## config.mk

```make
export PLATFORM = sky130hd
export DESIGN_NAME = pc_fetch_ctrl
export DESIGN_NICKNAME = d
export VERILOG_FILES = /design/src/rtl/pc_fetch_ctrl_pkg.sv /design/src/rtl/pc_next_sel.sv /design/src/rtl/pc_fetch_ctrl.sv
export SDC_FILE = /design/constraint.sdc
export NUM_CORES = 1
export LEC_CHECK = 0
export ABC_AREA = 1
export CAP_MARGIN = 20
export CORE_ASPECT_RATIO = 1.75
export CORE_MARGIN = 10
export CORE_UTILIZATION = 49
export CTS_BUF_LIST = sky130_fd_sc_hd__clkbuf_8
export DETAILED_ROUTE_END_ITERATION = 16
export GPL_TIMING_DRIVEN = 0
export HOLD_SLACK_MARGIN = 0.08
export PLACE_DENSITY_LB_ADDON = 0.15
export SLEW_MARGIN = 10
export SYNTH_ARGS = -nofsm -noshare
export SYNTH_HDL_FRONTEND = slang
export SYNTH_HIERARCHICAL = 1
export SYNTH_SLANG_ARGS = --single-unit
```

## constraint.sdc

```tcl
create_clock -name clk -period 3.2 [get_ports clk]
set_clock_uncertainty 0.15 [all_clocks]
set_input_delay 0.64 -clock clk [delete_from_list [all_inputs] [get_ports clk]]
set_output_delay 0.64 -clock clk [all_outputs]
set_load 0.01 [all_outputs]
```

## src/rtl/pc_fetch_ctrl_pkg.sv

```systemverilog
// Shared constants and types for the fetch sequencer: NOP encoding, FSM states, default vectors.
// No logic, no latency; no flow control.
// Holds the misalignment test used by pc_next_sel when MISALIGN_TRAP_EN is defined.
package pc_fetch_ctrl_pkg;

  localparam logic [31:0] NOP_INSTR        = 32'h0000_0013;
  localparam logic [31:0] DEFAULT_RESET_PC = 32'h0000_0000;
  localparam logic [31:0] DEFAULT_TRAP_VEC = 32'h0000_0010;

  typedef enum logic [1:0] {
    ST_RST   = 2'd0,
    ST_FETCH = 2'd1,
    ST_WAIT  = 2'd2
  } fetch_state_e;

  function automatic logic misaligned(input logic [31:0] addr);
    return addr[1:0] != 2'b00;
  endfunction

endpackage

```

## src/rtl/pc_next_sel.sv

```systemverilog
// Next fetch-PC selection: trap vector, redirect target, sequential +4 or hold. MISALIGN_TRAP_EN enables the trap path.
// Combinational, zero latency.
// No flow control; 'advance' is the accepted-fetch strobe from the sequencer.
module pc_next_sel
  import pc_fetch_ctrl_pkg::*;
#(
  parameter logic [31:0] TRAP_VEC = DEFAULT_TRAP_VEC
) (
  input  logic [31:0] pc,
  input  logic        redirect,
  input  logic [31:0] pc_jmp,
  input  logic        advance,
  output logic [31:0] pc_next,
  output logic        trap_hit
);

  logic [31:0] jmp_aligned;

  always_comb begin
    jmp_aligned = pc_jmp & ~32'h3;
`ifdef MISALIGN_TRAP_EN
    trap_hit = redirect && misaligned(pc_jmp);
`else
    trap_hit = 1'b0;
`endif
    // Redirect beats the sequential increment even when the old fetch is granted.
    if (trap_hit) begin
      pc_next = TRAP_VEC;
    end else if (redirect) begin
      pc_next = jmp_aligned;
    end else if (advance) begin
      pc_next = pc + 32'd4;
    end else begin
      pc_next = pc;
    end
  end

endmodule

```

## src/rtl/pc_fetch_ctrl.sv

```systemverilog
// Fetch PC sequencer: one outstanding imem request, output word register to decode, redirect with kill. MISALIGN_TRAP_EN adds a misaligned-target trap.
// Latency: gnt at N, rvalid at N+k -> instr_valid at N+k+1; peak one instruction per 2 cycles.
// Backpressure: no new request while the output register holds an unconsumed word; redirect always wins.
module pc_fetch_ctrl
  import pc_fetch_ctrl_pkg::*;
#(
  parameter logic [31:0] RESET_PC = DEFAULT_RESET_PC,
  parameter logic [31:0] TRAP_VEC = DEFAULT_TRAP_VEC
) (
  input  logic        clk,
  input  logic        rst_n,
  input  logic        redirect,
  input  logic [31:0] PC_jmp,
  output logic        imem_req,
  output logic [31:0] imem_addr,
  input  logic        imem_gnt,
  input  logic        imem_rvalid,
  input  logic [31:0] imem_rdata,
  output logic        instr_valid,
  output logic [31:0] instr,
  output logic [31:0] instr_pc,
  input  logic        decode_ready,
  output logic        misalign_trap,
  output logic [31:0] trap_addr
);

  fetch_state_e state;
  logic [31:0]  pc;
  logic [31:0]  req_pc;
  logic         kill;
  logic [31:0]  pc_next;
  logic         trap_hit;
  logic         fetch_fire;
  logic         resp_fire;
  logic         load_word;

  // Only ask for a new word when there is somewhere to put it.
  assign imem_req   = (state == ST_FETCH) && (!instr_valid || decode_ready);
  assign imem_addr  = pc;
  assign fetch_fire = imem_req && imem_gnt;
  assign resp_fire  = (state == ST_WAIT) && imem_rvalid;
  assign load_word  = resp_fire && !kill && !redirect;

  pc_next_sel #(
    .TRAP_VEC (TRAP_VEC)
  ) u_pc_next_sel (
    .pc       (pc),
    .redirect (redirect),
    .pc_jmp   (PC_jmp),
    .advance  (fetch_fire),
    .pc_next  (pc_next),
    .trap_hit (trap_hit)
  );

  always_ff @(posedge clk) begin
    if (!rst_n) begin
      state         <= ST_RST;
      pc            <= RESET_PC;
      req_pc        <= '0;
      kill          <= 1'b0;
      instr_valid   <= 1'b0;
      instr         <= NOP_INSTR;
      instr_pc      <= '0;
      misalign_trap <= 1'b0;
      trap_addr     <= '0;
    end else begin
      pc            <= pc_next;
      misalign_trap <= trap_hit;
      if (trap_hit) begin
        trap_addr <= PC_jmp;
      end

      case (state)
        ST_RST: begin
          state <= ST_FETCH;
        end
        ST_FETCH: begin
          // A redirect coinciding with the grant lets the old request go out but marks it dead.
          if (fetch_fire) begin
            state  <= ST_WAIT;
            req_pc <= pc;
            kill   <= redirect;
          end
        end
        ST_WAIT: begin
          if (imem_rvalid) begin
            state <= ST_FETCH;
            kill  <= 1'b0;
          end else if (redirect) begin
            kill <= 1'b1;
          end
        end
        default: begin
          state <= ST_RST;
        end
      endcase

      if (redirect) begin
        instr_valid <= 1'b0;
      end else if (load_word) begin
        instr_valid <= 1'b1;
        instr       <= imem_rdata;
        instr_pc    <= req_pc;
      end else if (decode_ready) begin
        instr_valid <= 1'b0;
      end
    end
  end

endmodule

```

==> flow_metrics.env <==
export IMPL_status="complete, no violations"
export IMPL_cp_num_buf_inv=7
export IMPL_routedWlPerCell_um=14.4
export IMPL_p_total_mw=4.40
export IMPL_use_met3_pct=6.24
export IMPL_cp_top_family="buffers and inverters"
export IMPL_rows=58
export IMPL_route_vias_total=7172
export IMPL_numPortBuffers=199
export IMPL_dp_hpwl_mm=16.9
export IMPL_slew_headroom_pct=58.0
export IMPL_cts_max_level=4
export IMPL_cts_buffers=17
export IMPL_post_route_util_pct=68.2
export IMPL_drc=0
export IMPL_gp_congestion=0.900
export IMPL_period_share_pct=92.7
export IMPL_ys_seq_elements=165
export IMPL_synth_cell_types=29
export IMPL_final_min_clock_period_ns=2.97
export IMPL_cts_tree="yes"
export IMPL_register_area_um2=3300
export IMPL_ant_nets=0
export IMPL_synth_area_um2=7280
export IMPL_synth_seq_area_share_pct=45.4
export IMPL_grt_overflow=0
export IMPL_drive_gt1_share_pct=6.08
export IMPL_first_pass_iters=5
export IMPL_synth_avg_cell_area_um2=6.71
export IMPL_grt_busiest_layer="met2"
export IMPL_multi_input_area_um2=3320
export IMPL_grt_max_degree=18
export IMPL_powerDensity_nw_per_um2=444
export IMPL_hold_class="flop to flop"
export IMPL_cts_root_buf="clkbuf_8"
export IMPL_synth_nets=1155
export IMPL_p_sw_mw=1.27
export IMPL_cts_sinks=165
export IMPL_synthCells=1084
export IMPL_switching_share_pct=28.9
export IMPL_cts_setup_buffers=0
export IMPL_dp_cells=1463
export IMPL_viasPerCell=4.80
export IMPL_antenna_found_initial=0
export IMPL_tightestPinTransition_ns=0.630
export IMPL_endpoint_kind="flop"
export IMPL_die_area_um2=20300
export IMPL_stdcell_count=1495
export IMPL_met1_usage_pct=19.9
export IMPL_start_util_pct=50.1
export IMPL_p_seq_share_pct=50.4
export IMPL_intPower_mw=3.13
export IMPL_track_usage_pct=20.6
export IMPL_rsz0062_at_grt="no"
export IMPL_slew_viol_final=0
export IMPL_r2r_slack_ns=0.45
export IMPL_ir_drop_mv=0.287
export IMPL_dieWidth_um=112
export IMPL_p_leak_nw=4.53
export IMPL_yosys_warnings=6
export IMPL_placed_area_um2=9490
export IMPL_use_met2_pct=38.9
export IMPL_cp_slowest_cell="clkdlybuf4s50_1"
export IMPL_crit_path_start_kind="input pin"
export IMPL_design_area_um2=9900
export IMPL_clk_latency_ns=0.47
export IMPL_grt_pass1_wl_mm=34.7
export IMPL_grt_pass1_vias=7075
export IMPL_max_cap_violations=0
export IMPL_setup_viol=0
export IMPL_dieHeight_um=181
export IMPL_arrival_ns=3.22
export IMPL_p_clk_share_pct=35.2
export IMPL_nFillCells=1317
export IMPL_p_comb_share_pct=14.4
export IMPL_diodes=0
export IMPL_fin_nets=1373
export IMPL_wl_mm=21.6
export IMPL_postCtsHoldBufs=0
export IMPL_crit_required_ns=3.46
export IMPL_drtIter0Drc=331
export IMPL_io_pin_count=201
export IMPL_cp_max_fo=10
export IMPL_finalHoldViolations=0
export IMPL_clock_fmax_mhz=337
export IMPL_coreArea_um2=14500
export IMPL_clock_path_buffers=2
export IMPL_crit_type="input pin to flop"
export IMPL_clk_pin_slew_worst_paths_ns=0.10
export IMPL_area_delta_synth_final_pct=36.0
export IMPL_cp_slowest_stage_delay_ns=0.45
export IMPL_path_cells="clkdlybuf4s50_1, inv_1, nand2_1, nand3_2, buf_2, buf_4, inv_1, inv_1, nor2_1, nand3_1, nor2_2, nand3_1, nand2_1, nand3_1, nand2_1, nand2_1, inv_1"
## power by group through the flow
stage / sequential, mW / clock, mW / combinational, mW
6_report: 2.22 / 1.55 / 0.634
5_1_grt: 2.23 / 1.65 / 0.712
4_1_cts: 2.22 / 1.57 / 0.633
3_5_place_dp: 2.26 / 0 / 0.628
3_3_place_gp: 2.26 / 0 / 0.623
2_1_floorplan: 2.28 / 0 / 0.299
## flip-flops by register name, indices dropped and copies added (netlist names)
register and cells:
imem_addr 32, instr 32, instr_pc 32, instr_valid 1, kill 1, misalign_trap 1, req_pc 32, state 2
trap_addr 32
## worst register-to-register path, stage by stage (launching register included)
cell and delay [ns]:
dfxtp_1 0.34, inv_2 0.06, nor2_2 0.15, nand3_2 0.20, buf_2 0.26, buf_4 0.19, inv_1 0.26, inv_1 0.15
nor2_1 0.16, nand3_1 0.10, nor2_2 0.19, nand3_1 0.11, nand2_1 0.08, nand3_1 0.10, nand2_1 0.08, nand2_1 0.05
inv_1 0.07
## placed cells by master (no fill, tap or decap), drive strengths merged
| cell type | synthesis | final |
|---|---|---|
| nor2 | 297 | 297 |
| nand2 | 272 | 272 |
| clkdlybuf4s50 | 0 | 199 |
| dfxtp | 165 | 165 |
| inv | 107 | 118 |
| nand3 | 77 | 77 |
| clkbuf | 31 | 49 |
| o21ai | 44 | 44 |
| nand3b | 31 | 31 |
| buf | 25 | 25 |
| a21oi | 10 | 10 |
| nand4 | 6 | 6 |
| or2 | 6 | 6 |
| xnor2 | 5 | 5 |
| xor2 | 4 | 4 |
| bufinv | 0 | 1 |
| clkinvlp | 0 | 1 |
| clkinv | 0 | 1 |
| nor3 | 1 | 1 |
| a31oi | 1 | 1 |
| ha | 1 | 1 |
| conb | 1 | 1 |
## final cells by class
class	count	share of cell area (%)
tap	180	2.28
inverter	107	4.08
clock inverter	14	1.53
sequential	165	33.4
multi-input combinational	756	33.5
clock buffer	18	2.50
buffer	56	2.58
timing repair buffer	199	20.1
## logic make-up after synthesis
logic type                 Yosys count  synth area share (%)
buffers and inverters              163                  9.06
xor gates and xnor gates             9                  1.08
AOI/OAI and AO/OA                   55                  3.80
and+or+nand+nor                    690                  40.4
other                                1                0.0515
adders and majority gates            1                 0.172
DFF                                165                  45.4
## timing repair
item / CTS / global route
setup endpoints to repair: 0 / 3
gates resized for setup: 0 / 1
endpoints found under the hold margin: 0 / 0
## path summary, 6_finish.rpt
check | endpoint | start | depth (start not counted)
max | imem_addr[27] | decode_ready | 17
min | instr_pc[19] | instr_pc[19] | 2
max reg2reg | imem_addr[27] | state[0] | 16
min reg2reg | instr_pc[19] | instr_pc[19] | 2
## synthesized netlist by cell type
cell,instances,share of area [%]
xnor2_1,5,0.60
o21ai_1,4,0.28
or2_2,6,0.52
nor2_8,1,0.28
ha_1,1,0.17
nand3b_1,31,3.2
conb_1,1,0.052
buf_4,8,0.83
xor2_1,4,0.48
nor2_2,4,0.34
nand4_1,6,0.52
nand2_2,4,0.34
buf_2,12,0.83
a31oi_1,1,0.086
nand2_1,266,14
nor3_1,1,0.069
a21oi_1,10,0.69
dfxtp_1,165,45
nor2_4,7,1.1
buf_1,5,0.26
o21ai_0,40,2.8
nand3_1,76,5.2
clkbuf_1,31,1.6
nand2_4,2,0.31
inv_2,1,0.052
inv_4,1,0.086
inv_1,105,5.4
nand3_2,1,0.14
nor2_1,285,15
## per-stage QoR
stage / hold slack, ns / setup slack, ns / setup TNS, ns
2_1_floorplan: 0.345 / 0.758 / 0
3_3_place_gp: 0.297 / -0.257 / -3.05
3_5_place_dp: 0.306 / -0.309 / -4.00
4_1_cts: 0.328 / 0.184 / 0
5_1_grt: 0.348 / 0.108 / 0
6_report: 0.325 / 0.235 / 0
## layer usage
layer	part of all wire (%)	routed length, um
met5	0	0
met4	3.1	663
met2	52	11300
met3	6.9	1480
met1	38	8140
Note: power is estimated with default switching activity, not from simulation.
